==> src/rtl/multiplier_if.sv <==
// Start/busy/done handshake bundle between the execute-stage control and the multiplier.
interface multiplier_if #(
  parameter int WIDTH = 16
);
  logic                 inp_start;
  logic                 inp_signed;
  logic [WIDTH-1:0]     inp_a;
  logic [WIDTH-1:0]     inp_b;
  logic                 out_busy;
  logic                 out_done;
  logic [2*WIDTH-1:0]   out_result;

  modport master (
    output inp_start, inp_signed, inp_a, inp_b,
    input  out_busy, out_done, out_result
  );

  modport slave (
    input  inp_start, inp_signed, inp_a, inp_b,
    output out_busy, out_done, out_result
  );
endinterface

==> src/rtl/multiplier.sv <==
// Sequential shift-add multiplier: magnitudes are multiplied, and the sign is applied at the end.
//   state  | meaning
//   S_IDLE | waiting for inp_start; latches magnitudes and result sign
//   S_RUN  | one add/shift iteration per cycle, WIDTH cycles
//   S_FIX  | negate accumulator when the result sign is negative
//   S_DONE | publish product; out_done pulses in the following cycle
module multiplier #(
  parameter int WIDTH = 16
) (
  input  logic         inp_clk,
  input  logic         inp_rst_n,
  multiplier_if.slave  bus
);
  localparam int CW = $clog2(WIDTH + 1);

  typedef enum logic [1:0] {S_IDLE, S_RUN, S_FIX, S_DONE} state_t;

  state_t               state_q, state_d;
  logic [2*WIDTH-1:0]   acc_q, acc_d;
  logic [WIDTH-1:0]     mcand_q, mcand_d;
  logic [WIDTH-1:0]     mplier_q, mplier_d;
  logic [CW-1:0]        count_q, count_d;
  logic                 neg_q, neg_d;
  logic                 done_q, done_d;
  logic [2*WIDTH-1:0]   result_q, result_d;

  logic [WIDTH-1:0]     mag_a, mag_b;
  logic [WIDTH:0]       sum;

  // -2^(W-1) negates to itself, which reads correctly as an unsigned magnitude.
  assign mag_a = (bus.inp_signed && bus.inp_a[WIDTH-1]) ? (~bus.inp_a) + WIDTH'(1) : bus.inp_a;
  assign mag_b = (bus.inp_signed && bus.inp_b[WIDTH-1]) ? (~bus.inp_b) + WIDTH'(1) : bus.inp_b;

  assign sum = {1'b0, acc_q[2*WIDTH-1:WIDTH]} + (mplier_q[0] ? {1'b0, mcand_q} : '0);

  always_comb begin
    state_d  = state_q;
    acc_d    = acc_q;
    mcand_d  = mcand_q;
    mplier_d = mplier_q;
    count_d  = count_q;
    neg_d    = neg_q;
    done_d   = 1'b0;
    result_d = result_q;
    unique case (state_q)
      S_IDLE: begin
        if (bus.inp_start) begin
          mcand_d  = mag_a;
          mplier_d = mag_b;
          neg_d    = bus.inp_signed & (bus.inp_a[WIDTH-1] ^ bus.inp_b[WIDTH-1]);
          acc_d    = '0;
          count_d  = CW'(WIDTH);
          state_d  = S_RUN;
        end
      end
      S_RUN: begin
        acc_d    = {sum, acc_q[WIDTH-1:1]};
        mplier_d = mplier_q >> 1;
        count_d  = count_q - CW'(1);
        if (count_q == CW'(1)) state_d = S_FIX;
      end
      S_FIX: begin
        acc_d   = neg_q ? (~acc_q) + (2*WIDTH)'(1) : acc_q;
        state_d = S_DONE;
      end
      S_DONE: begin
        result_d = acc_q;
        done_d   = 1'b1;
        state_d  = S_IDLE;
      end
      default: state_d = S_IDLE;
    endcase
  end

  always_ff @(posedge inp_clk or negedge inp_rst_n) begin
    if (!inp_rst_n) begin
      state_q  <= S_IDLE;
      acc_q    <= '0;
      mcand_q  <= '0;
      mplier_q <= '0;
      count_q  <= '0;
      neg_q    <= 1'b0;
      done_q   <= 1'b0;
      result_q <= '0;
    end else begin
      state_q  <= state_d;
      acc_q    <= acc_d;
      mcand_q  <= mcand_d;
      mplier_q <= mplier_d;
      count_q  <= count_d;
      neg_q    <= neg_d;
      done_q   <= done_d;
      result_q <= result_d;
    end
  end

  assign bus.out_busy   = (state_q == S_RUN) || (state_q == S_FIX);
  assign bus.out_done   = done_q;
  assign bus.out_result = result_q;
endmodule

==> src/flat_wrapper.sv <==
// flat-port wrapper written by rule: the top's interface ports become plain ports
module multiplier_flat 
#(
  parameter int WIDTH = 16
)
  (inp_clk, inp_rst_n, bus_inp_start, bus_inp_signed, bus_inp_a, bus_inp_b, bus_out_busy, bus_out_done, bus_out_result);
  multiplier_if #(.WIDTH(WIDTH)) bus_i ();
  input  logic inp_clk;
  input  logic inp_rst_n;
  input wire logic [$bits(bus_i.inp_start)-1:0] bus_inp_start;
  input wire logic [$bits(bus_i.inp_signed)-1:0] bus_inp_signed;
  input wire logic [$bits(bus_i.inp_a)-1:0] bus_inp_a;
  input wire logic [$bits(bus_i.inp_b)-1:0] bus_inp_b;
  output wire logic [$bits(bus_i.out_busy)-1:0] bus_out_busy;
  output wire logic [$bits(bus_i.out_done)-1:0] bus_out_done;
  output wire logic [$bits(bus_i.out_result)-1:0] bus_out_result;
  assign bus_i.inp_start = bus_inp_start;
  assign bus_i.inp_signed = bus_inp_signed;
  assign bus_i.inp_a = bus_inp_a;
  assign bus_i.inp_b = bus_inp_b;
  assign bus_out_busy = bus_i.out_busy;
  assign bus_out_done = bus_i.out_done;
  assign bus_out_result = bus_i.out_result;
  multiplier #(.WIDTH(WIDTH)) u_core (.inp_clk(inp_clk), .inp_rst_n(inp_rst_n), .bus(bus_i));
endmodule
==> config.mk <==
export PLATFORM = sky130hd
export DESIGN_NAME = multiplier_flat
export DESIGN_NICKNAME = d
export VERILOG_FILES = /design/src/rtl/multiplier_if.sv /design/src/rtl/multiplier.sv /design/src/flat_wrapper.sv
export SDC_FILE = /design/constraint.sdc
export NUM_CORES = 1
export LEC_CHECK = 0
export ABC_CLOCK_PERIOD_IN_PS = 3300
export CAP_MARGIN = 20
export CELL_PAD_IN_SITES_DETAIL_PLACEMENT = 0
export CELL_PAD_IN_SITES_GLOBAL_PLACEMENT = 1
export CORE_ASPECT_RATIO = 0.7
export CORE_UTILIZATION = 43
export DETAILED_ROUTE_END_ITERATION = 10
export GPL_TIMING_DRIVEN = 0
export PLACE_DENSITY = 0.75
export SLEW_MARGIN = 40
export SYNTH_ARGS = -nofsm -noshare
export SYNTH_HDL_FRONTEND = slang
export SYNTH_SLANG_ARGS = --single-unit
==> constraint.sdc <==
create_clock -name inp_clk -period 3.3 [get_ports inp_clk]
set_input_delay 0.33 -clock inp_clk [delete_from_list [all_inputs] [get_ports inp_clk]]
set_output_delay 0.33 -clock inp_clk [all_outputs]
set_load 0.005 [all_outputs]
==> metrics.cfg <==
[status]
status = completed

[cts]
cts_root_buf = clkbuf_16
cts_tree = built
cts_buffers = 9
post-cts-setup-buffers = 0
cts.repair.resized = 0
htreeDepth = 3
cts_buffer_depth = 2
cts_hold_buf = 1
clock_latency_ps = 350
clkTransAtPathRegs_ps = 70
cts.sinks = 105

[run]
drv_cap = 0

[setup_path]
cp_cell_sequence = clkbuf_1, and2_1, ha_1, inv_1, fa_1, nor2b_1, o211ai_1, a21oi_1, o22ai_1, xor2_1, o21ai_0
worst-setup-path-type = reg2reg
cp.arrival_ps = 3240
crit_start = u_core.mplier_q[0]
critPathCaptureType = register
critPathRequiredTime_ps = 3550
path_buf_inv = 2
slowest_delay_ps = 450
crit_path_start_kind = register
slowest_stage = dfrtp_1
critPathMaxFanout = 10
worstReg2RegStart = u_core.mplier_q[0]
crit_family = compound AO/OA/AOI/OAI gates

[logic_synthesis]
synth_seq_area_share = 0.405
synth-async-reset-ratio = 1.00
yosysWarnings = 0
synth_edf_count = 0
synth_ff_type = dfrtp_1
yosysUniqueCellTypes = 65
syn_area_um2 = 6490
ys_ff_latch = 105
synth_area_per_cell_um2 = 9.17
syn_inst = 708
syn_nets = 770

[place]
pre_cts_ws_ps = 345
dp_hpwl_um = 12800
port_buffers = 69
routabilityCongestion = 0.830

[detailed_routing]
drtIter0Drc = 337
drc = 0
via_count = 5615
wl_um = 17200
wl_per_cell_um = 17.3
postRouteAntennaNets = 0
firstDrtPassIters = 4
vias_per_cell = 5.67

[global_route]
grt.busiest_layer = met1
grt_pass1_wl_um = 28400
met3_usage = 0.0336
use_met2 = 0.341
use_met1 = 0.357
grt_pass1_vias = 5407
antenna_found_initial = 0
track_usage = 0.232
grt_max_degree = 58
overflow = 0

[sta]
hold_slack_ps = 457
finalCritPeriodShare = 0.907
fmax_mhz = 334
finalHoldViolations = 0
max-slew-margin-rel = 0.517
tightest_slew_ps = 725
worst_slack_ps = 307
slew_viol_final = 0
finClkSkew_ps = 5.81
setup_viol = 0
min_period_ps = 2990
rsz0062_at_grt = no

[floorplanning]
start_util = 0.441
rows = 37
io_pins = 70
fp.dieArea_um2 = 15600
die_x_um = 149
die_y_um = 105
core_area_um2 = 14700

[hold_path]
hp-class = in2async

[finish]
post-route-util = 0.526
synthToLayoutAreaGrowth_pct = 19.4
diodes = 0
final_common_cell = dfrtp_1
final_cell_mix = 105 x dfrtp_1, 85 x o21ai_0, 77 x nand2_1
drive_above_1_share = 0.0792
nets = 852

[power]
power.density_nw_per_um2 = 793
p_switching_w = 0.00272
swShare = 0.442
clockPowerShare = 0.167
leakage_nw = 3.46
pwr-share-comb = 0.513
max-vdd-ir-drop_mv = 0.339
intPower_w = 0.00343
seq_power_share = 0.320

area by class of cell:
cell class,count,area (um^2)
Clock buffer,9,225
Tap cell,195,244
Timing Repair Buffer,71,733
Multi-Input combinational cell,541,3630
Fill cell,1380,6970
Inverter,29,109
Sequential cell,105,2630
Clock inverter,7,55.1
Buffer,33,126
Yosys cell counts (3+ instances only):
cell	instances	share of area
clkbuf_1	30	0.017
o2bb2ai_1	4	0.0054
or3_1	9	0.0087
a21oi_1	34	0.026
o21a_1	4	0.0046
mux2_2	32	0.056
inv_1	28	0.016
nor2b_1	4	0.0039
mux2i_1	12	0.019
nand3_1	10	0.0077
nor3b_1	4	0.0046
a31oi_1	9	0.0087
a211oi_1	6	0.0069
a32oi_1	8	0.011
xor2_1	20	0.027
a22oi_1	5	0.0058
nor2_1	38	0.022
nor4_1	8	0.0077
xnor2_1	17	0.023
o22ai_1	6	0.0058
o211ai_1	7	0.0081
dfrtp_1	105	0.40
nor4_4	3	0.0098
and2_1	18	0.017
and3_1	7	0.0067
or2_2	3	0.0029
nand2b_1	3	0.0029
or4_1	4	0.0046
a21o_1	8	0.0093
o31a_1	3	0.0040
ha_1	25	0.048
o41ai_1	3	0.0040
nand2_1	77	0.045
nor3_1	25	0.019
a221o_1	4	0.0062
o31ai_1	6	0.0069
o21ai_0	85	0.066
sequential cells by signal, summed over array words and instances (netlist names):
| signal | count |
|---|---|
| u_core.count_q | 5 |
| u_core.bus.out_done | 1 |
| u_core.state_q | 2 |
| u_core.acc_q | 32 |
| u_core.mcand_q | 16 |
| u_core.mplier_q | 16 |
| u_core.bus.out_result | 32 |
| u_core.neg_q | 1 |
routing by layer:
metal	routed length, um	share of wire	vias up
met4	139	0.0081	0
li1	-	-	2750
met1	8880	0.52	2676
met2	7280	0.42	177
met3	869	0.051	12
met5	0	0	-
metrics by stage:
| stage | area, um^2 | power, W | TNS [ps] | instances |
|---|---|---|---|---|
| final | 7750 | 0.00615 | 0 | 990 |
| after global routing | 7750 | 0.00663 | 0 | 990 |
| after CTS | 7750 | 0.00615 | 0 | 990 |
| after detailed placement | 7460 | 0.00511 | 0 | 973 |
| after global placement | 7420 | 0.00502 | -215940 | 972 |
| after floorplan | 6490 | 0.00399 | 0 | 708 |
worst reg2reg max path: stages (launching register included):
cell	delay, ps
dfrtp_1	450
clkbuf_1	300
and2_1	200
ha_1	190
inv_1	60
fa_1	400
nor2b_1	190
o211ai_1	140
a21oi_1	370
o22ai_1	180
xor2_1	190
o21ai_0	220
final timing paths:
kind | end | slack [ps] | cells after the start
min in group inp_clk | u_core.mcand_q[3] | 480 | 2
max in group asynchronous | u_core.count_q[1] | 2230 | 3
hold reg to reg | u_core.mcand_q[3] | 480 | 2
setup / recovery | u_core.acc_q[23] | 310 | 11
hold / removal | u_core.bus.out_result[25] | 460 | 2
setup reg to reg | u_core.acc_q[23] | 310 | 11
cells by family after synthesis:
logic type               after synthesis  synth area share
AND/OR/NAND/NOR                      229             0.187
AO/OA/AOI/OAI                        204             0.195
flip-flops                           105             0.405
buffers and inverters                 62            0.0362
multiplexers                          45            0.0758
XOR/XNOR                              37            0.0499
adder cells (fa/ha/maj)               26            0.0513
power by group through the flow:
stage | Sequential, W | Combinational [W] | Clock (W)
after CTS | 0.00196 | 0.00314 | 0.00105
final | 0.00197 | 0.00316 | 0.00103
after floorplan | 0.00189 | 0.00210 | 0
after global routing | 0.00202 | 0.00350 | 0.00110
after global placement | 0.00197 | 0.00305 | 0
after detailed placement | 0.00198 | 0.00312 | 0
Power figures use the tool's default switching activity.
